**src/rtl/stepper_pkg.sv**
```systemverilog
// rtl/stepper_pkg.sv - shared op codes, field slices, command words and FSM states
package stepper_pkg;

   localparam logic [1:0] OP_MOVE = 2'b00;
   localparam logic [1:0] OP_HOLD = 2'b01;
   localparam logic [1:0] OP_HOME = 2'b11;

   localparam int OP_MSB = 22;
   localparam int OP_LSB = 21;
   localparam int POS_W  = 21;

   localparam logic [31:0] HOLD_WORD      = {9'b0, OP_HOLD, {POS_W{1'b0}}};
   localparam logic [31:0] ZERO_MOVE_WORD = {9'b0, OP_MOVE, {POS_W{1'b0}}};

   typedef enum logic [2:0] {
      ST_IDLE,
      ST_START,
      ST_RUN,
      ST_SETTLE,
      ST_HOME
   } state_t;

   function automatic int max3(input int a, input int b, input int c);
      int m;
      m = (a > b) ? a : b;
      return (m > c) ? m : c;
   endfunction

endpackage

```
**src/rtl/sync_fifo.sv**
```systemverilog
// rtl/sync_fifo.sv - single-clock command FIFO with occupancy count and flush
module sync_fifo #(
   parameter int DEPTH = 4,
   parameter int WIDTH = 32
) (
   input  logic                       clk,
   input  logic                       rst_n,
   input  logic                       flush,
   input  logic                       push,
   input  logic [WIDTH-1:0]           wdata,
   input  logic                       pop,
   output logic [WIDTH-1:0]           rdata,
   output logic                       full,
   output logic                       empty,
   output logic [$clog2(DEPTH):0]     count
);

   localparam int PW = $clog2(DEPTH);
   localparam int CW = $clog2(DEPTH) + 1;

   logic [WIDTH-1:0] mem_q [DEPTH];
   logic [PW-1:0]    wr_ptr_q, wr_ptr_d;
   logic [PW-1:0]    rd_ptr_q, rd_ptr_d;
   logic [CW-1:0]    count_q, count_d;
   logic             do_push, do_pop;

   assign full  = (count_q == CW'(DEPTH));
   assign empty = (count_q == '0);
   assign count = count_q;
   assign rdata = mem_q[rd_ptr_q];

   // A full FIFO still takes a push when the same cycle frees a slot.
   always_comb begin
      do_pop   = pop && !empty && !flush;
      do_push  = push && (!full || do_pop) && !flush;
      wr_ptr_d = wr_ptr_q + PW'(do_push);
      rd_ptr_d = rd_ptr_q + PW'(do_pop);
      count_d  = count_q + CW'(do_push) - CW'(do_pop);
      if (flush) begin
         wr_ptr_d = '0;
         rd_ptr_d = '0;
         count_d  = '0;
      end
   end

   always_ff @(posedge clk or negedge rst_n) begin
      if (!rst_n) begin
         wr_ptr_q <= '0;
         rd_ptr_q <= '0;
         count_q  <= '0;
      end else begin
         wr_ptr_q <= wr_ptr_d;
         rd_ptr_q <= rd_ptr_d;
         count_q  <= count_d;
      end
   end

   always_ff @(posedge clk) begin
      if (do_push) mem_q[wr_ptr_q] <= wdata;
   end

endmodule

```
**src/rtl/stepper_cmd_sequencer.sv**
```systemverilog
// rtl/stepper_cmd_sequencer.sv - queues CPU motion commands and issues them to the stepper
module stepper_cmd_sequencer
   import stepper_pkg::*;
#(
   parameter int DEPTH      = 4,
   parameter int START_TO   = 16,
   parameter int SETTLE_CYC = 1000000,
   parameter int HOME_CYC   = 1000
) (
   input  logic                      CLK100MHZ,
   input  logic                      CPU_RESETN,
   input  logic [31:0]               cmd_data,
   input  logic                      cmd_valid,
   output logic                      cmd_ready,
   input  logic                      abort,
   output logic [31:0]               stp_data,
   output logic                      stp_new,
   input  logic                      stp_busy,
   output logic                      seq_busy,
   output logic                      done,
   output logic [$clog2(DEPTH):0]    fifo_count,
   output logic [7:0]                null_moves
);

   localparam int TW = $clog2(max3(START_TO, SETTLE_CYC, HOME_CYC) + 1);
   localparam logic [TW-1:0] START_LAST  = TW'(START_TO - 1);
   localparam logic [TW-1:0] SETTLE_LAST = TW'(SETTLE_CYC - 1);
   localparam logic [TW-1:0] HOME_LAST   = TW'(HOME_CYC - 1);

   state_t        state_q, state_d;
   logic [TW-1:0] timer_q, timer_d;
   logic [31:0]   stp_data_q, stp_data_d;
   logic          stp_new_q, stp_new_d;
   logic          done_q, done_d;
   logic [7:0]    null_q, null_d;
   logic          abort_q, abort_d;

   logic          fifo_push, fifo_pop, fifo_full, fifo_empty;
   logic [31:0]   fifo_rdata;

   assign cmd_ready = !fifo_full;
   assign fifo_push = cmd_valid && cmd_ready && !abort;

   sync_fifo #(
      .DEPTH (DEPTH),
      .WIDTH (32)
   ) u_fifo (
      .clk   (CLK100MHZ),
      .rst_n (CPU_RESETN),
      .flush (abort),
      .push  (fifo_push),
      .wdata (cmd_data),
      .pop   (fifo_pop),
      .rdata (fifo_rdata),
      .full  (fifo_full),
      .empty (fifo_empty),
      .count (fifo_count)
   );

   always_comb begin
      state_d    = state_q;
      timer_d    = timer_q + 1'b1;
      stp_data_d = stp_data_q;
      stp_new_d  = 1'b0;
      done_d     = 1'b0;
      null_d     = null_q;
      fifo_pop   = 1'b0;
      abort_d    = abort;

      if (abort) begin
         // Only the rising cycle of abort reloads the stepper; holding it stays quiet.
         state_d = ST_IDLE;
         if (!abort_q) begin
            stp_data_d = HOLD_WORD;
            stp_new_d  = 1'b1;
         end
      end else begin
         case (state_q)
            ST_IDLE: begin
               if (!fifo_empty) begin
                  fifo_pop   = 1'b1;
                  stp_data_d = fifo_rdata;
                  stp_new_d  = 1'b1;
                  state_d    = (fifo_rdata[OP_MSB:OP_LSB] == OP_HOME) ? ST_HOME : ST_START;
               end
            end
            ST_START: begin
               if (stp_busy) begin
                  state_d = ST_RUN;
               end else if (timer_q == START_LAST) begin
                  state_d = ST_SETTLE;
                  if (null_q != 8'hFF) null_d = null_q + 8'd1;
               end
            end
            ST_RUN: begin
               if (!stp_busy) state_d = ST_SETTLE;
            end
            ST_SETTLE: begin
               if (timer_q == SETTLE_LAST) begin
                  done_d  = 1'b1;
                  state_d = ST_IDLE;
               end
            end
            ST_HOME: begin
               if (timer_q == HOME_LAST) begin
                  stp_data_d = ZERO_MOVE_WORD;
                  stp_new_d  = 1'b1;
                  state_d    = ST_START;
               end
            end
            default: state_d = ST_IDLE;
         endcase
      end

      if (state_d != state_q || state_q == ST_IDLE || state_q == ST_RUN) timer_d = '0;
   end

   always_ff @(posedge CLK100MHZ or negedge CPU_RESETN) begin
      if (!CPU_RESETN) begin
         state_q    <= ST_IDLE;
         timer_q    <= '0;
         stp_data_q <= HOLD_WORD;
         stp_new_q  <= 1'b0;
         done_q     <= 1'b0;
         null_q     <= 8'd0;
         abort_q    <= 1'b0;
      end else begin
         state_q    <= state_d;
         timer_q    <= timer_d;
         stp_data_q <= stp_data_d;
         stp_new_q  <= stp_new_d;
         done_q     <= done_d;
         null_q     <= null_d;
         abort_q    <= abort_d;
      end
   end

   assign stp_data   = stp_data_q;
   assign stp_new    = stp_new_q;
   assign done       = done_q;
   assign null_moves = null_q;
   assign seq_busy   = (state_q != ST_IDLE) || !fifo_empty;

endmodule
```
**config.mk**
```make
export PLATFORM = sky130hd
export DESIGN_NAME = stepper_cmd_sequencer
export DESIGN_NICKNAME = d
export VERILOG_FILES = /design/src/rtl/stepper_pkg.sv /design/src/rtl/sync_fifo.sv /design/src/rtl/stepper_cmd_sequencer.sv
export SDC_FILE = /design/constraint.sdc
export NUM_CORES = 1
export LEC_CHECK = 0
export ABC_AREA = 1
export ABC_CLOCK_PERIOD_IN_PS = 7300
export CORE_MARGIN = 2
export CORE_UTILIZATION = 56
export CTS_BUF_LIST = sky130_fd_sc_hd__clkbuf_4 sky130_fd_sc_hd__clkbuf_8
export CTS_CLUSTER_DIAMETER = 200
export DETAILED_ROUTE_END_ITERATION = 10
export HOLD_SLACK_MARGIN = 0.03
export PLACE_DENSITY = 0.77
export SYNTH_ARGS = -nofsm -noshare
export SYNTH_HDL_FRONTEND = slang
export SYNTH_HIERARCHICAL = 1
export SYNTH_SLANG_ARGS = --single-unit
```
**constraint.sdc**
```tcl
create_clock -name CLK100MHZ -period 7.3 [get_ports CLK100MHZ]
set_input_delay 1.095 -clock CLK100MHZ [delete_from_list [all_inputs] [get_ports CLK100MHZ]]
set_output_delay 1.095 -clock CLK100MHZ [all_outputs]
set_load 0.01 [all_outputs]
```
After elaboration in Yosys (flattened, before gate mapping)
Memories as Yosys holds them, arrays and structs flattened.
Index checks and enable logic that the tools add are counted.
Widths: inputs -> output; s select.
{"block": "word_totals", "reg_bits": 73, "mem_bits_rw": 128, "in_bits": 37, "out_inout_bits": 47, "wordCells": 82, "memories": 1}
{"block": "op_classes", "add_sub_neg": 6, "eq_ne": 14, "mux": 30, "bitwise": 2, "n_reduce_logical": 19}
{"name": "u_fifo.mem_q", "words": 4, "word_bits": 32, "read_ports": 1, "rd_clocked_by_memory_dff": 0, "write_ports": 1, "line_no": "sync_fifo.sv:21", "text": "logic [WIDTH-1:0] mem_q [DEPTH];"}
{"op": "$mux 32", "count": 4}
{"op": "$pmux 32 s2", "count": 1}
{"op": "$mux 3", "count": 9}
{"op": "$add 20x1->20 const B", "count": 1}
{"op": "$eq 20x10->1 const B", "count": 1}
{"op": "$eq 20x20->1 const B", "count": 1}
{"op": "$eq 20x4->1 const B", "count": 1}
{"op": "$mux 20", "count": 1}
{"op": "$pmux 3 s5", "count": 1}
{"op": "$mux 1", "count": 11}
{"op": "$add 8x1->8 const B", "count": 1}
{"op": "$ne 8x8->1 const B", "count": 1}
{"op": "$eq 3x2->1 const B", "count": 2}
{"op": "$eq 3x3->1 const B", "count": 2}
{"op": "$logic_and 1x1->1", "count": 6}
{"op": "$logic_not 3->1", "count": 2}
{"op": "$ne 3x3->1 const B", "count": 2}
{"op": "$reduce_bool 3->1", "count": 2}
{"op": "$reduce_and 5->1", "count": 1}
{"op": "$add 2x1->2", "count": 2}
{"op": "$logic_or 1x1->1", "count": 4}
{"op": "$mux 2", "count": 2}
{"op": "$reduce_and 4->1", "count": 1}
{"op": "$add 3x1->3", "count": 1}
{"op": "other kinds (8)", "count": 11}

Logic depth before layout (Yosys ltp)
{"block": "logic_depth", "ltp_word": 12, "depth_mapped": 17, "depth_no_buf": 17}

Cells and area by module
Netlist, hierarchy kept.
{"module": "sync_fifo", "n_inst": 1, "cells_per_inst": 428, "area_per_inst_um2": 5481.5, "seq_area_each_um2": 4018.9}
{"module": "stepper_cmd_sequencer", "n_inst": 1, "cells_per_inst": 393, "area_per_inst_um2": 3667.3, "seq_area_each_um2": 1652.8}

Least setup slack after synthesis
OpenSTA, ideal clock, no wires.
{"block": "synth_path", "path_kind": "input to register", "startpoint": "input port abort", "endpoint": "memory u_fifo.mem_q[0][0], enable pin", "setup_ns": 0.421, "arrival_ns": 2.964, "required_time_ns": 6.879, "path_slack_ns": 3.914, "cell_stages": 6, "n_path_buf": 1, "cell_sequence": "clkbuf_1 nor2_1 inv_1 nand3_1 nand2_1 nor2_1"}
{"block": "synth_via", "elab_chain_len": 8, "word_cells_on_any_way": 10, "cone_classes": "3 x mux; 7 x reduce/logical"}
{"element": "start: declaration", "line_no": "stepper_cmd_sequencer.sv:15", "text": "input logic abort,"}
{"element": "$mux 1", "line_no": "stepper_cmd_sequencer.sv:70", "text": "if (abort) begin"}
{"element": "via fifo_pop", "line_no": "stepper_cmd_sequencer.sv:38", "text": "logic fifo_push, fifo_pop, fifo_full, fifo_empty;"}
{"element": "$logic_and 1x1->1 (2 in a row)", "line_no": "sync_fifo.sv:34", "text": "do_pop = pop && !empty && !flush;"}
{"element": "$logic_or 1x1->1", "line_no": "sync_fifo.sv:35", "text": "do_push = push && (!full || do_pop) && !flush;"}
{"element": "$logic_and 1x1->1 (2 in a row)", "line_no": "sync_fifo.sv:35"}
{"element": "$mux 1", "line_no": "sync_fifo.sv:59", "text": "if (do_push) mem_q[wr_ptr_q] <= wdata;"}
{"element": "$mux 1 (not written as such)", "line_no": "sync_fifo.sv:59"}
{"element": "end: declaration", "line_no": "sync_fifo.sv:21"}
The timed path passes the listed nets, and every way through them passes these cells.

Worst setup path in the final report
{"block": "layout_path", "startpoint": "input port abort", "endpoint": "register stp_data_q[1], in the netlist stp_data[1]"}
{"block": "layout_via", "elab_chain_len": 2, "word_cells_on_any_way": 6, "cone_classes": "3 x eq/ne; 1 x mux; 2 x reduce/logical"}
{"element": "$ne 3x3->1 (no source line) (tied with other cells)"}
{"element": "$reduce_and 4->1 (no source line)"}
{"element": "end signal: assignment", "line_no": "stepper_cmd_sequencer.sv:130", "text": "stp_data_q <= stp_data_d;"}
{"element": "end: declaration", "line_no": "stepper_cmd_sequencer.sv:32", "text": "logic [31:0] stp_data_q, stp_data_d;"}
Several ways; a longest one is shown, not always the timed one.
A chain may end at the register's enable or synchronous reset.

==> summary.txt <==
Setup path
  • Setup Crit Path Kind: in -> reg
  • Crit Path Max Fanout: 42
  • Crit start category: input port
  • Worst EP required: approximately 7.7 ns
  • Max stage delay on crit path: between 0.8 and 0.9 ns
  • Reg2Reg Depth: 10
  • Slowest CP cell: clkdlybuf4s50_1
  • CP endpoint kind: flip-flop
  • Crit path DAT: about 4.0 ns
  • Cells along the critical path: clkdlybuf4s50_1 -> inv_1 -> a31oi_4 -> buf_4 -> nand3_1 -> o21ai_1

Floorplan
  • Initial Utilization: between 50 and 60%
  • IO Count: 84
  • Die Footprint: 17400 sq um
  • Die Wd: ~130 um
  • Die height: 132 um
  • CORE AREA: ~16000 sq um
  • FP Rows: 46

Placed design
  • IO buf count: between 80 and 90
  • Post-DP HPWL: 10.5 mm
  • RD Place Congestion: 0.859
  • Setup WS pre-CTS: 3.17 ns

Cells and area
  • Share of cells above drive strength 1: 16.9%
  • Antenna diode count: 0
  • Nets: around 950
  • Area grow syn2layout: 17.3%
  • # fillers: about 1200

Min path
  • Worst hold-check path type: reg -> reg
  • Hold Path Depth: 1

Synth
  • Mapped Cells: about 820
  • Avg Cell Area, Syn: between 10 and 15 sq um
  • Async set or reset register ratio after synthesis: 36.3%
  • Synth Flop Type: edfxtp_1
  • Area of the mapped netlist: roughly 9100 sq um
  • Syn nets: about 870
  • Yosys warnings: 6
  • EDFF count, synth: between 100 and 150
  • Synth area leader: edfxtp_1
  • Number of distinct library cells after synthesis: 36
  • Top cells by area, synth: edfxtp_1, dfrtp_1, inv_1
  • Sequential fraction of the synthesis area: about three fifths
  • Yosys reg bits: roughly 200
  • Top cell type's share of synthesized area: 42.0%

Route
  • DRC: 0
  • Routed via count: between 5000 and 6000
  • Antenna-violating nets left: 0
  • Vias per cell: just over 5
  • Detailed Route Iter0 Violations: around 410
  • DR WL/cell: about 15 um
  • Final wirelength: between 15 and 20 mm
  • Pre-Repair DR Iteration Count: 5

Power
  • Psw: 614 uW
  • P_int: 2000 uW
  • VDD IR max: about 0.19 mV
  • Switching part of the total power: a little under a quarter
  • Sequential share of power: slightly below 50%
  • Static leakage: approximately 0.0042 uW
  • Clk network pwr share: ~40%
  • Comb pwr share: between 10% and 20%
  • PwrDens: 243 nW/um^2

Global routing
  • Gr ovfl total: 0
  • Global Route Usage Sum: roughly 20%
  • Met1 usage: a little over a quarter
  • Largest net degree at the start of global routing: between 80 and 90
  • First-pass GRT wire length: ~28 mm
  • Vias in the first global route: roughly 5700
  • Most Crowded Layer GR: met2
  • Antenna violations before repair: 0
  • Met2 GRT Util: around 33%
  • Met3 usage: under 10%

Flow run
  • Total of max-cap violations: 0

Clocking
  • CTS sink cnt: between 200 and 250
  • Post-CTS Hold Fix Bufs: 0
  • TritonCTS Buffers: 35
  • Clock root buffer: clkbuf_8
  • Worst skew pair latency: around 0.52 ns
  • Setup bufs post-CTS: 0
  • Clk slew on worst S/H paths: ~0.050 ns
  • Clock buffer depth: 3
  • CTS tree: done
  • Post-CTS resize count: 0
  • H-tree lvl count: 2

STA
  • Setup violators final: 0
  • Tightest Pin Transition: 1.18 ns
  • Tcrit/Tclk final: between 40% and 50%
  • Slew Limit Fails: 0
  • Rel. slew slack: approximately a fifth
  • Clk_skew: 0.0304 ns
  • Max frequency: 279 MHz
  • Fin. Hold Viols: 0
  • RSZ-0062 raised after global routing: false
  • Tmin final: 3.58 ns
  • TNS Setup: 0 ns
  • Final WS setup: around 3.7 ns

Status
  • Status: finished, final reports clean
[metal layers]
metal  routed length, um  share of wire, %
met1                7470                44
met2                8340                49
met3                 861               5.1
met4                 363               2.1
met5                   0                 0
[through the flow]
| step | area (sq um) | utilization (%) | instances | power [uW] | hold slack [ns] |
|---|---|---|---|---|---|
| floorplan | 9150 | - | 821 | 1460 | 0.443 |
| global placement | 10000 | 62.7 | 1084 | 1570 | 0.474 |
| detailed placement | 10000 | 62.7 | 1084 | 1580 | 0.486 |
| CTS | 10700 | 67.3 | 1147 | 2640 | 0.497 |
| finish | 10700 | 67.3 | 1147 | 2610 | 0.505 |
| global route | 10700 | 67.3 | 1147 | 2720 | 0.532 |
[synthesized netlist by cell type (2+ instances only)]
master / count
a21oi_1: 37
buf_2: 14
buf_4: 5
buf_6: 16
buf_8: 2
clkbuf_1: 2
dfrtp_1: 72
edfxtp_1: 128
ha_1: 6
inv_1: 142
nand2_1: 118
nand2_2: 3
nand3_1: 33
nand3_2: 27
nand4_1: 4
nor2_1: 41
nor3_1: 12
nor3_2: 23
o211ai_1: 32
o21ai_0: 15
o21ai_1: 26
o21ai_2: 27
xnor2_1: 9
xor2_1: 15
[cell usage in the layout (no fill, tap or decap), types with 4 or more instances in the layout]
cell type | netlist | layout
o21ai_2 | 27 | 27
nor2_1 | 41 | 36
nor3_1 | 12 | 12
xor2_1 | 15 | 15
clkbuf_8 | 0 | 36
nand3_2 | 27 | 27
clkbuf_4 | 0 | 18
nand2_1 | 118 | 118
nand3_1 | 33 | 33
nand4_1 | 4 | 4
ha_1 | 6 | 6
xnor2_1 | 9 | 9
nor2_4 | 1 | 6
a21oi_1 | 37 | 37
nor3_2 | 23 | 23
buf_4 | 5 | 4
o21ai_0 | 15 | 15
o211ai_1 | 32 | 32
edfxtp_1 | 128 | 128
clkdlybuf4s50_1 | 0 | 82
o21ai_1 | 26 | 26
inv_1 | 142 | 142
dfrtp_1 | 72 | 70
[power groups by stage]
stage               Clock (uW)  Combinational, uW  Sequential [uW]
floorplan                    0                144             1310
global placement             0                267             1300
detailed placement           0                272             1300
CTS                       1080                273             1280
global route              1130                296             1290
finish                    1060                268             1280
[logic make-up after synthesis]
| kind of cell | after synthesis | share of synthesized area [%] |
|---|---|---|
| xor gates and xnor gates | 24 | 2.30 |
| buffers and inverters | 182 | 9.42 |
| AOI/OAI and AO/OA | 141 | 9.86 |
| DFF | 201 | 62.0 |
| muxes | 1 | 0.123 |
| and+or+nand+nor | 265 | 15.3 |
| adders and majority gates | 7 | 1.04 |
[worst max-delay path, delay by kind of cell]
kind,cells,cell delay (ns)
AO/OA/AOI/OAI,2,0.96
buffers and inverters,3,1.79
AND/OR/NAND/NOR,1,0.14
[registers in the layout, summed over array words and instances, names as in the netlist]
| register | cells |
|---|---|
| abort_q | 1 |
| done | 1 |
| null_moves | 8 |
| state_q | 3 |
| stp_data | 32 |
| stp_new | 1 |
| timer_q | 20 |
| u_fifo/count | 3 |
| u_fifo/mem_q | 128 |
| u_fifo/rd_ptr_q | 2 |
| u_fifo/wr_ptr_q | 2 |
[final timing paths]
path	start	end	slack (ns)
worst max register to register	u_fifo/rd_ptr_q[0]	timer_q[5]	3.88
min in group asynchronous	CPU_RESETN	stp_data[10]	0.71
worst min register to register	timer_q[0]	timer_q[0]	0.51
worst max-delay path	abort	stp_data[1]	3.72
max in group asynchronous	CPU_RESETN	u_fifo/rd_ptr_q[0]	5.82
worst min-delay path	timer_q[0]	timer_q[0]	0.51
[area by class of cell]
type | count | area (sq um) | area share [%]
clock inverter | 9 | 109 | 1.01
multi-input combinational | 438 | 2660 | 24.8
timing repair buffer | 86 | 851 | 7.93
sequential | 201 | 5680 | 52.9
clock buffer | 54 | 631 | 5.87
tap | 216 | 270 | 2.52
inverter | 143 | 537 | 5.00
Power figures use the tool's default switching activity.
==> RTL change, RTL diff (config.mk and constraints unchanged) <==
`HOME_CYC`: 1000 -> 500.
--- a/src/rtl/stepper_cmd_sequencer.sv
+++ b/src/rtl/stepper_cmd_sequencer.sv
@@ -6,5 +6,5 @@
    parameter int START_TO   = 16,
    parameter int SETTLE_CYC = 1000000,
-   parameter int HOME_CYC   = 1000
+   parameter int HOME_CYC   = 500
 ) (
    input  logic                      CLK100MHZ,
Formal check against the unedited RTL: same outputs for any inputs over 4 cycles, from zero or initial values and one cycle with CPU_RESETN low; that may be too few to reach the edited logic, so the function may still have changed.
==> RTL change against the original RTL <==
Area after synthesis shrank 0.83%; maximum frequency fell by 1.1%; sequential cell count stayed put; setup slack worse by 39 ps; critical path depth is 1 higher; cell area fell by 1.1%; total power is 2.7% lower; wire length decreased by 1.5%; largest cell class unchanged; highest routed layer unchanged.
==> RTL change: results (changes against the original RTL) <==
----------------------------------------------------
[Route]
  Violation count after the first detailed-route iteration ... 271 (was 408)
  Drt pass-1 iters ... 6 (was 5)
  Routed via count divided by cell count ... 5.032 (was 5.159)

[Global route]
  Largest net degree at the start of global routing ... 130 (was 89)

[Final layout]
  Total number of multi-input combinational cells ... 441 (was 438)
  Count of non-CTS buffers in the layout ... 85 (was 86)
  Area of combinational cells with multiple inputs ... 2624 µm² (was 2661 µm²)
  Inverters excl. clock ... 136 (was 143)
  # nets final ... 943 (was 949)
  Buffering overhead ... 0.07944 (was 0.07925)

[Yosys]
  Multiplexer share of the synthesized area ... 0 (was 0.001231)
  Post-Synth Adder-Cell Area ... 0.01048 (was 0.01039)
  Ranking of synthesized cells by instance count ... 134 x sky130_fd_sc_hd__inv_1, 128 x sky130_fd_sc_hd__edfxtp_1, 123 x sky130_fd_sc_hd__nand2_1 (was 142 x sky130_fd_sc_hd__inv_1, 128 x sky130_fd_sc_hd__edfxtp_1, 118 x sky130_fd_sc_hd__nand2_1)
  Fraction of the mapped netlist area in compound gates ... 0.09723 (was 0.09861)
  Unique masters post-synth ... 33 (was 36)

[STA]
  Hold Slack ... 480.9 ps (was 505.2 ps)
  Final setup skew ... 24.83 ps (was 30.44 ps)
  Period minus WS final ... 3619 ps (was 3580 ps)

[Pwr]
  Clock-net power ... 1.00 mW (was 1.06 mW)
  Leakage power total ... 4.154 nW (was 4.237 nW)

[Place]
  Placed wire-length estimate after detailed placement ... 10.35 mm (was 10.50 mm)
  Setup slack at placement ... 3177 ps (was 3170 ps)

[Worst setup path]
  FF-to-FF path depth ... 12 (was 10)
  Capturing instance or port of the critical path ... stp_data[5] (was stp_data[1])

[Outcome]
  Outcome ... completed (unchanged)

----------------------------------------------------
[RTL change: routing by layer]
layer / track usage / vias up / wire length, µm
li1: - / 2878 / -
met1: 0.2597 / 2713 / 7247
met2: 0.3430 / 124 / 8397
met3: 0.04128 / 26 / 831
met4: 0.06341 / 0 / 291
met5: 0 / - / 0
[RTL change: metrics by stage]
step / cell area (µm²) / std cells / util / total power, mW
after floorplan: 9072 / 812 / - / 1.449
after CTS: 10620 / 1141 / 0.6682 / 2.569
after detailed placement: 9925 / 1079 / 0.6248 / 1.565
after global placement: 9925 / 1079 / 0.6248 / 1.560
final: 10620 / 1141 / 0.6682 / 2.540
after global routing: 10620 / 1141 / 0.6682 / 2.643
[RTL change: cells by family (layout without fill, tap and decap cells)]
| group | after synthesis | in the layout |
|---|---|---|
| AO/OA/AOI/OAI | 138 | 138 |
| XOR/XNOR | 25 | 25 |
| adder cells (fa/ha/maj) | 7 | 7 |
| buffers and inverters | 170 | 283 |
| flip-flops | 201 | 201 |
| AND/OR/NAND/NOR | 271 | 271 |
